[config.mk]
export PLATFORM = sky130hd
export DESIGN_NAME = truth_table_sweeper
export DESIGN_NICKNAME = d
export VERILOG_FILES = /design/src/rtl/sweep_pkg.sv /design/src/rtl/sweep_hold_timer.sv /design/src/rtl/truth_table_sweeper.sv
export SDC_FILE = /design/constraint.sdc
export NUM_CORES = 1
export LEC_CHECK = 0
export ABC_CLOCK_PERIOD_IN_PS = 2029
export CELL_PAD_IN_SITES_DETAIL_PLACEMENT = 0
export CELL_PAD_IN_SITES_GLOBAL_PLACEMENT = 1
export CORE_ASPECT_RATIO = 0.6
export CORE_MARGIN = 2
export CORE_UTILIZATION = 37
export CTS_BUF_LIST = sky130_fd_sc_hd__clkbuf_16
export DETAILED_ROUTE_END_ITERATION = 6
export GPL_ROUTABILITY_DRIVEN = 1
export PLACE_DENSITY_LB_ADDON = 0.1
export SLEW_MARGIN = 0
export SYNTH_ARGS = -nofsm -noshare
export SYNTH_HDL_FRONTEND = slang
export SYNTH_SLANG_ARGS = --single-unit
[constraint.sdc]
create_clock -name clk -period 2.03 [get_ports clk]
set_input_delay 0.3045 -clock clk [delete_from_list [all_inputs] [get_ports clk]]
set_output_delay 0.3045 -clock clk [all_outputs]
set_load 0.05 [all_outputs]
[src/rtl/sweep_pkg.sv]
// Shared types and sizing helpers for the truth-table sweeper.
// Imported by the top-level sweeper and its hold timer.
package sweep_pkg;

   typedef enum logic [1:0] {
      IDLE   = 2'd0,
      HOLD   = 2'd1,
      SAMPLE = 2'd2,
      DONE   = 2'd3
   } state_t;

   // Number of input vectors an n-input function has.
   function automatic int num_vec(input int n);
      return 1 << n;
   endfunction

   // Hold-counter width; the counter must be able to reach SETTLE.
   function automatic int hold_cnt_w(input int settle);
      return (settle < 1) ? 1 : $clog2(settle + 1);
   endfunction

endpackage

[src/rtl/sweep_hold_timer.sv]
// Per-vector settle counter: load clears it, en advances it.
// tc flags the last settle cycle.
module sweep_hold_timer
   import sweep_pkg::*;
#(
   parameter int SETTLE = 1
)(
   input  logic clk,
   input  logic rst,
   input  logic load,
   input  logic en,
   output logic tc
);

   localparam int W = hold_cnt_w(SETTLE);

   logic [W-1:0] cnt;

   // NOTE: sequential state uses non-blocking assignments so every flop samples pre-edge values.
   always_ff @(posedge clk) begin
      if (rst)
         cnt <= '0;
      else if (load)
         cnt <= '0;
      else if (en)
         cnt <= cnt + W'(1);
   end

   assign tc = (cnt == W'(SETTLE - 1));

endmodule

[src/rtl/truth_table_sweeper.sv]
// Exhaustive stimulus engine: walks every input vector of a combinational
// function, compares its output with EXPECT and records the result.
module truth_table_sweeper
   import sweep_pkg::*;
#(
   parameter int                         N_IN        = 4,
   parameter int                         SETTLE      = 1,
   parameter logic [num_vec(N_IN)-1:0]   EXPECT      = '0,
   parameter bit                         STOP_ON_ERR = 1'b0
)(
   input  logic            clk,
   input  logic            rst,
   input  logic            start,
   input  logic            dut_out,
   output logic [N_IN-1:0] stim,
   output logic            busy,
   output logic            done,
   output logic            pass,
   output logic [N_IN:0]   err_count,
   output logic            fail_valid,
   output logic [N_IN-1:0] fail_vec
);

   state_t state, state_n;
   logic   accept, load, advance, tc, mismatch, last;

   assign mismatch = (dut_out != EXPECT[stim]);
   assign last     = &stim;

   sweep_hold_timer #(.SETTLE(SETTLE)) u_timer (
      .clk  (clk),
      .rst  (rst),
      .load (load),
      .en   (state == HOLD),
      .tc   (tc)
   );

   always_ff @(posedge clk) begin
      if (rst)
         state <= IDLE;
      else
         state <= state_n;
   end

   // NOTE: every always_comb output gets a default first so no path can infer a latch.
   always_comb begin
      state_n = state;
      accept  = 1'b0;
      load    = 1'b0;
      advance = 1'b0;
      case (state)
         IDLE, DONE: begin
            if (start) begin
               state_n = HOLD;
               accept  = 1'b1;
               load    = 1'b1;
            end
         end
         HOLD: begin
            if (tc)
               state_n = SAMPLE;
         end
         SAMPLE: begin
            // The all-ones vector is terminal, so stim never wraps.
            if (last || (STOP_ON_ERR && mismatch)) begin
               state_n = DONE;
            end else begin
               state_n = HOLD;
               load    = 1'b1;
               advance = 1'b1;
            end
         end
         default: state_n = IDLE;
      endcase
   end

   always_ff @(posedge clk) begin
      if (rst || accept) begin
         stim       <= '0;
         err_count  <= '0;
         fail_valid <= 1'b0;
         fail_vec   <= '0;
      end else if (state == SAMPLE) begin
         if (mismatch) begin
            err_count <= err_count + (N_IN+1)'(1);
            if (!fail_valid) begin
               fail_valid <= 1'b1;
               fail_vec   <= stim;
            end
         end
         if (advance)
            stim <= stim + N_IN'(1);
      end
   end

   assign busy = (state == HOLD) || (state == SAMPLE);
   assign done = (state == DONE);
   assign pass = done && (err_count == '0);

endmodule

==> metrics.log <==
INFO  metric result_of_the_run = finished clean
INFO  metric cts.sinks = 17
INFO  metric design.portCount = 21
INFO  metric buffer_ports.inserted = 20
INFO  metric worstSkewPairLatency = 240 ps
INFO  metric firstDrtPassIters = 4
INFO  metric critical-path-max-stage-delay = 860 ps
INFO  metric grt_pass1_wl = 2918 µm
INFO  metric grt_util_all_layers = 15.52%
INFO  metric detail-route-antenna-nets = 0
INFO  metric core.rowCount = 13
INFO  metric ctsHoldBuffers = 0
INFO  metric synth.yosys.seq_area_share = 41.91%
INFO  metric arrival = 1560 ps
INFO  metric max-slew-margin-rel = 66.72%
INFO  metric pin_count_of_the_biggest_net_entering_global_routing = 15
INFO  metric clk_pin_slew = 50 ps
INFO  metric slowest_stage = sky130_fd_sc_hd__clkdlybuf4s50_1
INFO  metric critical_path.max_fanout = 8
INFO  metric detailroute.via_count = 691
INFO  metric numCtsBuffers = 3
INFO  metric worst_r2r_path_depth = 5
INFO  metric avgSynthCellArea = 8.923 µm²
INFO  metric buffers_and_inverters_on_the_worst_path = 1
INFO  metric timing.final.max_slew_violations = 0
INFO  metric area_growth_syn_to_fin = 41.29%
INFO  metric floorplan.core_area = 2115 µm²
INFO  metric post-route-drc-count = 0
INFO  metric cell_count_after_synthesis = 91
INFO  metric period_needed = 1865 ps
INFO  metric crit_family = buffers and inverters
INFO  metric hold-path-endpoint = fail_valid
INFO  metric post_syn_nets = 102
INFO  metric design.die.area = 2598 µm²
INFO  metric die_h = 40.29 µm
INFO  metric min_from = fail_valid
INFO  metric filler_cell_count = 202
INFO  metric maximum_number_of_buffers_from_clock_root_to_sink = 2
INFO  metric initial_antenna_violation_count = 0
INFO  metric reg2reg_from = state[0]
INFO  metric drtIter0Drc = 17
INFO  metric timing.setup.tns = 0 ps
INFO  metric tritoncts = built
INFO  metric cts_max_level = 1
INFO  metric die_w = 64.48 µm
INFO  metric number_of_global_route_vias_before_repair = 631
INFO  metric nets = 125
INFO  metric holdCritPathClass = reg2reg
INFO  metric timing.rr.end = err_count[4]
INFO  metric ys.warnings.count = 0
INFO  metric globalplace.congestion = 0.8037
INFO  metric max_cap_viol_count = 0
INFO  metric layout-drive-gt1-share = 9.735%
INFO  metric n_antenna_cell = 0
INFO  metric timing.final.crit_share = 91.86%
INFO  metric final_cell_utilization_of_the_core = 54.26%
INFO  metric setup_bufs_post_cts = 0
INFO  metric floorplan.initialDensity = 38.40%
INFO  metric worstPathCellList = clkdlybuf4s50_1
INFO  metric p_leak = 0.4467 nW
INFO  metric route.detailed.vias_per_inst = 4.832
INFO  metric wl_per_cell = 12.08 µm
INFO  metric clk_root_buffer_cell = sky130_fd_sc_hd__clkbuf_16
INFO  metric timing.setup.critical_path_class = reg2out
INFO  metric fin_skew = 1.415 ps
INFO  metric yosysUniqueCellTypes = 30
INFO  metric wirelength = 1727 µm
INFO  metric register_to_register_path_setup_slack = 420 ps
INFO  metric hpwl = 1239 µm
INFO  metric overflow = 0
INFO  metric max_clock_freq = 536.3 MHz
INFO  metric cts_resized = 0
INFO  metric timing.hold.worst_path_depth = 2
INFO  metric ys_ff_latch = 17
INFO  metric timing.final.hold_violations = 0
INFO  metric irDropWorstVdd = 0.0005891 V
INFO  metric netlist_area = 812.0 µm²
INFO  metric endpoint_type_of_the_worst_setup_path = primary output
INFO  metric crit_required = 1730 ps
INFO  metric rsz0062_at_grt = false
INFO  metric worstSetupStartpointType = flip-flop
INFO  metric cellPowerDensity = 777.2 nW/µm²
INFO  metric max_slew.worst_pin.slew = 497.7 ps
INFO  metric finalSetupViolations = 0
-- layout make-up --
cell class	instances	area, µm²	area share [%]
Multi-Input combinational cell	66	449.2	39.15
Timing Repair Buffer	20	217.7	18.97
Clock inverter	1	5.005	0.4362
Sequential cell	17	340.3	29.66
Clock buffer	3	75.07	6.543
Inverter	6	22.52	1.963
Tap cell	30	37.54	3.272
-- sequential cells by signal (all words and copies together), names as in the netlist --
| name | count |
|---|---|
| state | 2 |
| err_count | 5 |
| stim | 4 |
| fail_vec | 4 |
| u_timer.cnt | 1 |
| fail_valid | 1 |
-- cells in the final DEF, fill, tap and decap left out, types with 2 or more instances in the layout --
| cell | count |
|---|---|
| sky130_fd_sc_hd__o21ai_0 | 7 |
| sky130_fd_sc_hd__dfxtp_1 | 17 |
| sky130_fd_sc_hd__a21oi_1 | 10 |
| sky130_fd_sc_hd__clkdlybuf4s50_1 | 17 |
| sky130_fd_sc_hd__ha_1 | 7 |
| sky130_fd_sc_hd__xnor2_1 | 2 |
| sky130_fd_sc_hd__clkbuf_16 | 3 |
| sky130_fd_sc_hd__or3_1 | 4 |
| sky130_fd_sc_hd__nand2_1 | 3 |
| sky130_fd_sc_hd__buf_12 | 2 |
| sky130_fd_sc_hd__nor2_1 | 8 |
| sky130_fd_sc_hd__mux2i_1 | 4 |
| sky130_fd_sc_hd__nand3_1 | 5 |
| sky130_fd_sc_hd__inv_1 | 5 |
-- cells by family after synthesis --
logic type,after synthesis,share of synthesized area [%]
AOI/OAI and AO/OA,21,14.33
xor gates and xnor gates,3,3.236
adders and majority gates,7,10.79
buffers and inverters,8,4.622
DFF,17,41.91
muxes,4,4.931
and+or+nand+nor,31,20.19
-- Yosys cell counts (all sizes together) --
cell	instances	area, µm²
and4b	1	10.01
xnor2	2	17.52
nor2	8	30.03
mux2i	4	40.04
o21a	1	7.510
or3	4	25.02
dfxtp	17	340.3
a22oi	1	7.510
nand3	5	25.02
nor2b	1	6.260
a21oi	10	50.05
ha	7	87.58
inv	6	22.52
nand2	4	17.52
nor4	1	6.260
nand3b	1	7.510
and2	1	6.260
a21o	1	7.510
and3	1	6.260
o21ai	7	35.03
nand4	1	6.260
nor3	1	5.000
a41oi	1	8.760
xor2	1	8.760
or2	2	12.52
buf	2	15.01
-- where the power goes --
group / internal [mW] / leakage [nW] / switching, mW / total (mW)
sequential: 0.344 / 0.137 / 0.0115 / 0.356
combinational: 0.0638 / 0.268 / 0.0812 / 0.145
clock: 0.263 / 0.0409 / 0.127 / 0.391
-- stage by stage --
step | cells | hold slack, ps | worst slack [ps] | area, µm² | total power [mW]
floorplan | 91 | 373.6 | 152.8 | 827.0 | 0.4566
global placement | 139 | 476.7 | 432.4 | 1067 | 0.5093
detailed placement | 139 | 481.4 | 400.3 | 1067 | 0.5091
CTS | 143 | 494.5 | 163.4 | 1147 | 0.9063
global route | 143 | 549.8 | 110.0 | 1147 | 0.9440
finish | 143 | 490.3 | 165.2 | 1147 | 0.8917
-- per-layer routing --
metal / global-route usage, % / routed length (µm)
met3: 5.899 / 73
met1: 21.14 / 920
met2: 22.92 / 720
met5: 0 / 0
met4: 4.787 / 13
-- how the worst max path moves through the flow --
stage | end | slack (ps) | depth (start not counted) | from
final | stim[3] | 170 | 1 | stim[3]
after floorplan | pass | 150 | 3 | state[0]
after global routing | stim[3] | 110 | 1 | stim[3]
after CTS | stim[3] | 160 | 1 | stim[3]
after global placement | stim[3] | 430 | 1 | stim[3]
after detailed placement | err_count[4] | 400 | 4 | dut_out
(Power assumes the default switching activity.)
